==> config.mk <==
export PLATFORM = sky130hd
export DESIGN_NAME = seq_cla_addsub_flat
export DESIGN_NICKNAME = d
export VERILOG_FILES = /design/src/rtl/seq_cla_addsub_if.sv /design/src/rtl/seq_cla_addsub.sv /design/src/flat_wrapper.sv
export SDC_FILE = /design/constraint.sdc
export NUM_CORES = 1
export LEC_CHECK = 0
export CAP_MARGIN = 0
export CORE_ASPECT_RATIO = 1.2
export CORE_MARGIN = 3
export CORE_UTILIZATION = 57
export CTS_CLUSTER_SIZE = 24
export DETAILED_ROUTE_END_ITERATION = 8
export GPL_TIMING_DRIVEN = 0
export HOLD_SLACK_MARGIN = 0.03
export MAX_ROUTING_LAYER = met4
export PLACE_DENSITY = 0.85
export SLEW_MARGIN = 10
export SYNTH_ARGS = -nofsm -noshare
export SYNTH_HDL_FRONTEND = slang
export SYNTH_SLANG_ARGS = --single-unit
==> constraint.sdc <==
create_clock -name clk -period 5.74 [get_ports clk]
set_clock_uncertainty 0.1 [all_clocks]
set_input_delay 0.861 -clock clk [delete_from_list [all_inputs] [get_ports clk]]
set_output_delay 0.861 -clock clk [all_outputs]
set_load 0.02 [all_outputs]
==> src/rtl/seq_cla_addsub_if.sv <==
// Operand/result bundle for the nibble-serial adder/subtractor.
// The master drives the request and the slave returns the registered result.
interface seq_cla_addsub_if #(
  parameter int N_NIB = 4
);
  localparam int W = 4 * N_NIB;

  logic         start;
  logic [W-1:0] a;
  logic [W-1:0] b;
  logic         sub;
  logic         busy;
  logic         done;
  logic [W-1:0] sum;
  logic         cout;
  logic         ovf;

  modport master (
    output start, a, b, sub,
    input  busy, done, sum, cout, ovf
  );

  modport slave (
    input  start, a, b, sub,
    output busy, done, sum, cout, ovf
  );
endinterface

==> src/rtl/seq_cla_addsub.sv <==
// Multi-cycle two's-complement adder/subtractor.
// One 4-bit carry-lookahead slice is reused for each nibble, and the carry is chained through a register.
module seq_cla_addsub #(
  parameter int N_NIB = 4
) (
  input logic            clk,
  input logic            rst,
  seq_cla_addsub_if.slave bus
);
  localparam int W  = 4 * N_NIB;
  localparam int CW = (N_NIB > 1) ? $clog2(N_NIB) : 1;
  localparam logic [CW-1:0] LAST = CW'(N_NIB - 1);

  typedef enum logic [1:0] {IDLE, RUN, DONE} state_t;

  state_t        state;
  logic [W-1:0]  a_r;
  logic [W-1:0]  b_r;
  logic [W-1:0]  partial;
  logic [CW-1:0] cnt;
  logic          c;

  logic [3:0]    nib_a;
  logic [3:0]    nib_b;
  logic [3:0]    p;
  logic [3:0]    g;
  logic [3:0]    carry;
  logic [3:0]    nib_sum;
  logic          grp_p;
  logic          grp_g;
  logic          c_next;
  logic [W-1:0]  next_partial;
  logic          next_ovf;
  int            idx;

  // Lookahead slice: each internal carry is expanded from the slice inputs rather than rippled.
  always_comb begin
    idx          = int'(cnt) * 4;
    nib_a        = a_r[idx +: 4];
    nib_b        = b_r[idx +: 4];
    p            = nib_a ^ nib_b;
    g            = nib_a & nib_b;
    carry[0]     = c;
    carry[1]     = g[0] | (p[0] & c);
    carry[2]     = g[1] | (p[1] & g[0]) | (p[1] & p[0] & c);
    carry[3]     = g[2] | (p[2] & g[1]) | (p[2] & p[1] & g[0]) | (p[2] & p[1] & p[0] & c);
    nib_sum      = p ^ carry;
    grp_p        = &p;
    grp_g        = g[3] | (p[3] & g[2]) | (p[3] & p[2] & g[1]) | (p[3] & p[2] & p[1] & g[0]);
    c_next       = grp_g | (grp_p & c);
    next_partial = partial;
    next_partial[idx +: 4] = nib_sum;
    next_ovf     = (a_r[W-1] == b_r[W-1]) && (next_partial[W-1] != a_r[W-1]);
  end

  // Results are written only on the final nibble, so sum/cout/ovf never show partial values.
  always_ff @(posedge clk) begin
    if (rst) begin
      state    <= IDLE;
      a_r      <= '0;
      b_r      <= '0;
      partial  <= '0;
      cnt      <= '0;
      c        <= 1'b0;
      bus.busy <= 1'b0;
      bus.done <= 1'b0;
      bus.sum  <= '0;
      bus.cout <= 1'b0;
      bus.ovf  <= 1'b0;
    end else begin
      case (state)
        IDLE, DONE: begin
          bus.done <= 1'b0;
          if (bus.start) begin
            a_r      <= bus.a;
            b_r      <= bus.b ^ {W{bus.sub}};
            c        <= bus.sub;
            cnt      <= '0;
            bus.busy <= 1'b1;
            state    <= RUN;
          end else begin
            state <= IDLE;
          end
        end
        RUN: begin
          partial <= next_partial;
          c       <= c_next;
          cnt     <= cnt + 1'b1;
          if (cnt == LAST) begin
            bus.sum  <= next_partial;
            bus.cout <= c_next;
            bus.ovf  <= next_ovf;
            bus.busy <= 1'b0;
            bus.done <= 1'b1;
            state    <= DONE;
          end
        end
        default: state <= IDLE;
      endcase
    end
  end
endmodule
==> src/flat_wrapper.sv <==
// flat-port wrapper written by rule: the top's interface ports become plain ports
module seq_cla_addsub_flat 
#(
  parameter int N_NIB = 4
)
  (clk, rst, bus_start, bus_a, bus_b, bus_sub, bus_busy, bus_done, bus_sum, bus_cout, bus_ovf);
  seq_cla_addsub_if #(.N_NIB(N_NIB)) bus_i ();
  input logic clk;
  input logic rst;
  input wire logic [$bits(bus_i.start)-1:0] bus_start;
  input wire logic [$bits(bus_i.a)-1:0] bus_a;
  input wire logic [$bits(bus_i.b)-1:0] bus_b;
  input wire logic [$bits(bus_i.sub)-1:0] bus_sub;
  output wire logic [$bits(bus_i.busy)-1:0] bus_busy;
  output wire logic [$bits(bus_i.done)-1:0] bus_done;
  output wire logic [$bits(bus_i.sum)-1:0] bus_sum;
  output wire logic [$bits(bus_i.cout)-1:0] bus_cout;
  output wire logic [$bits(bus_i.ovf)-1:0] bus_ovf;
  assign bus_i.start = bus_start;
  assign bus_i.a = bus_a;
  assign bus_i.b = bus_b;
  assign bus_i.sub = bus_sub;
  assign bus_busy = bus_i.busy;
  assign bus_done = bus_i.done;
  assign bus_sum = bus_i.sum;
  assign bus_cout = bus_i.cout;
  assign bus_ovf = bus_i.ovf;
  seq_cla_addsub #(.N_NIB(N_NIB)) u_core (.clk(clk), .rst(rst), .bus(bus_i));
endmodule
# [Word-level counts from Yosys, hierarchy flattened]
# Cells that the tools add are included.
[word_totals] register_bits=73 in_bits=36 output_inout_bits=20 wordCells=76
[op_classes] addsub=2 n_eq_ne=7 n_shift=4 muxes=13 bitwise_logic=29 n_reduce_logical=10
[op_table] cell="negation 4 -> 33 bit" count=1
[op_table] cell="variable shift 4 x 33 -> 16 bit, first input constant" count=1
[op_table] cell="indexed part select 4 x 33 -> 16 bit" count=1
[op_table] cell="indexed part select 16 x 5 -> 4 bit" count=2
[op_table] cell="bitwise mux 16 bit" count=1
[op_table] cell="XOR 16 bit" count=1
[op_table] cell="bitwise AND 1 bit" count=15
[op_table] cell="bitwise OR 1 bit" count=10
[op_table] cell="case mux 2 bit (2 select lines)" count=2
[op_table] cell="AND reduction 2 bit" count=4
[op_table] cell="XOR 4 bit" count=2
[op_table] cell="case mux 1 bit (2 select lines)" count=3
[op_table] cell="two-way mux 1 bit" count=5
[op_table] cell="bitwise AND 4 bit" count=1
[op_table] cell="== test 2 bit, second input constant" count=2
[op_table] cell="two-way mux 2 bit" count=2
[op_table] cell="AND reduction 4 bit" count=1
[op_table] cell="AND reduction 3 bit" count=1
[op_table] cell="adder 2 x 1 -> 2 bit, second input constant" count=1
[op_table] cell="== test 2 x 1 -> 1 bit, second input constant" count=1
[op_table] cell="logical NOT 2 bit" count=1
[op_table] cell="!= test 2 x 1 -> 1 bit, second input constant" count=1
[op_table] cell="!= test 2 bit, second input constant" count=1
[op_table] cell="nonzero test 2 bit" count=1
[op_table] cell="other kinds (4)" count=4

# [Logic depth before layout (Yosys ltp)]
[depth] depth_word=11 depth_mapped=8 ltp_nobuf=7

# [Least setup slack after synthesis]
# OpenSTA, ideal clock, no wires.
[synth_path] path_type="register to register" start="reg u_core.cnt[0]" end="reg u_core.bus.sum[3]" setup_time_ns=0.130 t_arrival_ns=2.705 required_time_ns=5.510 path_slack_ns=2.805 stages_incl_launch_ff=8 n_path_buf=1 period_less_slack_ns=2.935 path_cell_list="dfxtp_1 -> buf_2 -> mux4_2 -> ha_1 -> a2111oi_2 -> nor3_1 -> a221oi_1 -> nor3_1"
[synth_between] elab_chain_len=9 word_cells_on_any_way=26 cone_classes="add/sub: 1; eq/ne: 1; shift: 4; mux: 1; bitwise: 18; reduce/logical: 1"
[synth_rtl] item="from (decl)" line_no="seq_cla_addsub.sv:20" source="logic [CW-1:0] cnt;"
[synth_rtl] item="from (signal assigned)" line_no="seq_cla_addsub.sv:88" source="cnt <= cnt + 1'b1;"
[synth_rtl] item="indexed part select 16 x 5 -> 4 bit (on tied branches)" line_no="seq_cla_addsub.sv:39, seq_cla_addsub.sv:40"
[synth_rtl] item="XOR 4 bit / bitwise AND 4 bit (equally long branches)" line_no="seq_cla_addsub.sv:41, seq_cla_addsub.sv:42"
[synth_rtl] item="bitwise AND 1 bit" line_no="seq_cla_addsub.sv:46" source="carry[3] = g[2] | (p[2] & g[1]) | (p[2] & p[1] & g[0]) | (p[2] & p[1] & p[0] & c);"
[synth_rtl] item="bitwise OR 1 bit / bitwise AND 1 bit (equally long branches) (2 in series)" line_no="seq_cla_addsub.sv:46"
[synth_rtl] item="bitwise OR 1 bit" line_no="seq_cla_addsub.sv:46"
[synth_rtl] item="XOR 4 bit" line_no="seq_cla_addsub.sv:47" source="nib_sum = p ^ carry;"
[synth_rtl] item="indexed part select 4 x 33 -> 16 bit" line_no="seq_cla_addsub.sv:52" source="next_partial[idx +: 4] = nib_sum;"
[synth_rtl] item="bitwise mux 16 bit" line_no="seq_cla_addsub.sv:52"
[synth_rtl] item="to (signal assigned)" line_no="seq_cla_addsub.sv:90" source="bus.sum <= next_partial;"
[synth_rtl] item="to (decl)" line_no="seq_cla_addsub_if.sv:25" source="output busy, done, sum, cout, ovf"
# Parallel ways exist; a longest one is shown, timed or not.
# A chain may end at the register's enable or synchronous reset.

# [Worst setup path after layout]
# Ends and elaborated chain as after synthesis.

==> results.cfg <==
[placement]
dpl_cell_area_um2 = 3910
hpwl_um = 5660
gp_congestion = 0.878
numPortBuffers = 53
place_ws_ns = 2.19

[timing]
fin_setup_tns_ns = 0
hold_viol_final = 0
slew_headroom_pct = 40.9
timing.final.crit_period_ns = 3.63
timing.final.crit_share_pct = 63.2
worst_slew_pin_slew_ns = 0.880
rsz0062_at_grt = no
slew_viol_final = 0
fmax_mhz = 276
fin_ws_ns = 2.11
setup_viol = 0

[finish]
layout.nets = 478
n_antenna_cell = 0
area_growth_pct = 24.4
final_layout_size_suffix_gt1_share_pct = 7.57
fin_area_um2 = 4100

[clocking]
cts_tree = done
htree_levels = 3
ctsHoldBuffers = 0
path_clk_slew_ns = 0.08
clock_path_buffers = 2
root_buffer = clkbuf_8
cts_sinks = 73
clock_latency_ns = 0.36
post-cts-setup-buffers = 0
cts_resized = 0
numCtsBuffers = 9

[die]
rows = 29
die-area_um2 = 6740
core-area_um2 = 5440
die_y_um = 89.3
start_util_pct = 60.6
die_w_um = 75.4
io_pins = 56

[critical_path]
critPathRequiredTime_ns = 5.92
cp.arrival_ns = 3.80
crit_buf_inv = 1
path_class = register to register
crit_path_max_fanout = 10
cp_slowest_cell = nor3_1
critPathLaunchType = register
crit_chain = buf_2, mux4_2, ha_1, o21ba_2, a31oi_1, nor3_1, a221oi_1, nor3_1
critPathTopFamily = simple AND/OR/NAND/NOR gates
slowest_delay_ns = 0.75
critical_path.endpoint_type = register
critPathMostFrequentCell = nor3_1

[routing]
route.detailed.drc = 0
firstDrtPassIters = 5
vias_per_cell = 5.89
dr_total_vias = 2933
wire_per_inst_um = 15.8
first_iter_violations = 231
routed_wl_um = 7870
ant_nets = 0

[grt]
grt_pass1_wl_um = 13100
grtUsageTotal_pct = 26.8
grt_pass1_vias = 2807
grt_max_degree = 14
overflow = 0
antenna_found_initial = 0

[yosys]
async_reset_ff_share_pct = 0
synth_common_cells = dfxtp_1, nor2_1, nand2_1, a211oi_1, clkbuf_1
synth.yosys.warnings = 0
avgSynthCellArea_um2 = 8.98
ys_types = 37
syn_nets = 414
netlist_instances = 367
yosysMostFrequentCell = dfxtp_1
yosysSeqAreaShare_pct = 44.3
synth_edf_count = 0
synth_top_area_share_pct = 44.3
ys_ff_latch = 73
yosys.area.top_type = dfxtp_1
synth.cell_area_um2 = 3300
synth_area_leaders = dfxtp_1, nor2_1, a211oi_1
synth-main-ff-cell = dfxtp_1

[pwr]
total_power_mw = 1.13
swShare_pct = 28.7
peakVddDrop_mv = 0.241
p_leak_nw = 1.44
p_switching_mw = 0.325
p_seq_share_pct = 48.0
p_int_mw = 0.808
pwr-share-comb_pct = 16.6
power.density_nw_per_um2 = 276
clkPwrFrac_pct = 35.4

[hold_path]
hp-class = register to register

[run_status]
status = complete, no violations

[flow_run]
max-cap-violations = 0
## layer usage
layer	track usage (%)	part of all wire, %	vias to the layer above
met5	-	0	-
li1	-	-	1423
met4	12.2	3.0	0
met2	43.6	49	117
met3	5.74	5.1	26
met1	31.3	42	1367
## worst register-to-register path: stages, from the launching register on
cell      delay [ns]
dfxtp_1         0.62
buf_2           0.40
mux4_2          0.58
ha_1            0.38
o21ba_2         0.26
a31oi_1         0.06
nor3_1          0.75
a221oi_1        0.18
nor3_1          0.22
## registers in the layout, summed over array words and instances (netlist names), 2 cells and up
signal and count:
u_core.cnt 2, u_core.bus.sum 16, u_core.b_r 16, u_core.state 2, u_core.a_r 16, u_core.partial 16
## power by group through the flow
stage	clock network, mW	registers (mW)	logic [mW]
2_1_floorplan	0	0.552	0.124
3_3_place_gp	0	0.554	0.179
3_5_place_dp	0	0.555	0.185
4_1_cts	0.402	0.543	0.186
5_1_grt	0.425	0.547	0.205
6_report	0.401	0.544	0.188
## path summary, 6_finish.rpt
kind	startpoint	end	slack, ns	cells past startpoint
setup / recovery	u_core.cnt[0]	u_core.bus.sum[3]	2.11	8
hold / removal	u_core.a_r[6]	u_core.a_r[6]	0.36	2
setup reg to reg	u_core.cnt[0]	u_core.bus.sum[3]	2.11	8
hold reg to reg	u_core.a_r[6]	u_core.a_r[6]	0.36	2
## per-stage QoR
stage / utilization, % / cells / hold WS (ns)
final: 75.3 / 498 / 0.358
after global routing: 75.3 / 498 / 0.375
after CTS: 75.3 / 498 / 0.358
after detailed placement: 71.7 / 482 / 0.348
after global placement: 71.7 / 482 / 0.339
after floorplan: - / 367 / 0.332
## layout by cell type, fill, tap and decap left out, drive strengths merged, types with 2 or more instances in the layout
cell / instances
a211oi: 26
a21oi: 23
a221oi: 10
a22oi: 14
a31oi: 2
a32oi: 2
and2: 2
buf: 2
clkbuf: 33
clkdlybuf4s50: 53
clkinv: 3
clkinvlp: 3
dfxtp: 73
ha: 10
inv: 12
mux4: 8
nand2: 46
nand2b: 2
nor2: 59
nor2b: 2
nor3: 14
nor4: 2
nor4b: 2
o21ai: 3
xnor2: 18
## layout make-up
type	instances	area [µm²]
clock buffer	9	124
buffer	26	100
fill	429	1340
timing repair buffer	53	531
inverter	12	45.0
tap	62	77.6
multi-input combinational	256	1690
clock inverter	7	71.3
sequential	73	1460
## logic make-up (layout without fill, tap and decap cells)
| family | Yosys count | after routing | synth area share, % |
|---|---|---|---|
| flip-flops | 73 | 73 | 44.3 |
| multiplexers | 9 | 9 | 5.77 |
| XOR/XNOR | 18 | 18 | 4.78 |
| adder cells (fa/ha/maj) | 11 | 11 | 4.40 |
| buffers and inverters | 38 | 107 | 4.40 |
| AO/OA/AOI/OAI | 86 | 86 | 18.5 |
| AND/OR/NAND/NOR | 132 | 132 | 17.8 |
(Power assumes the default switching activity.)
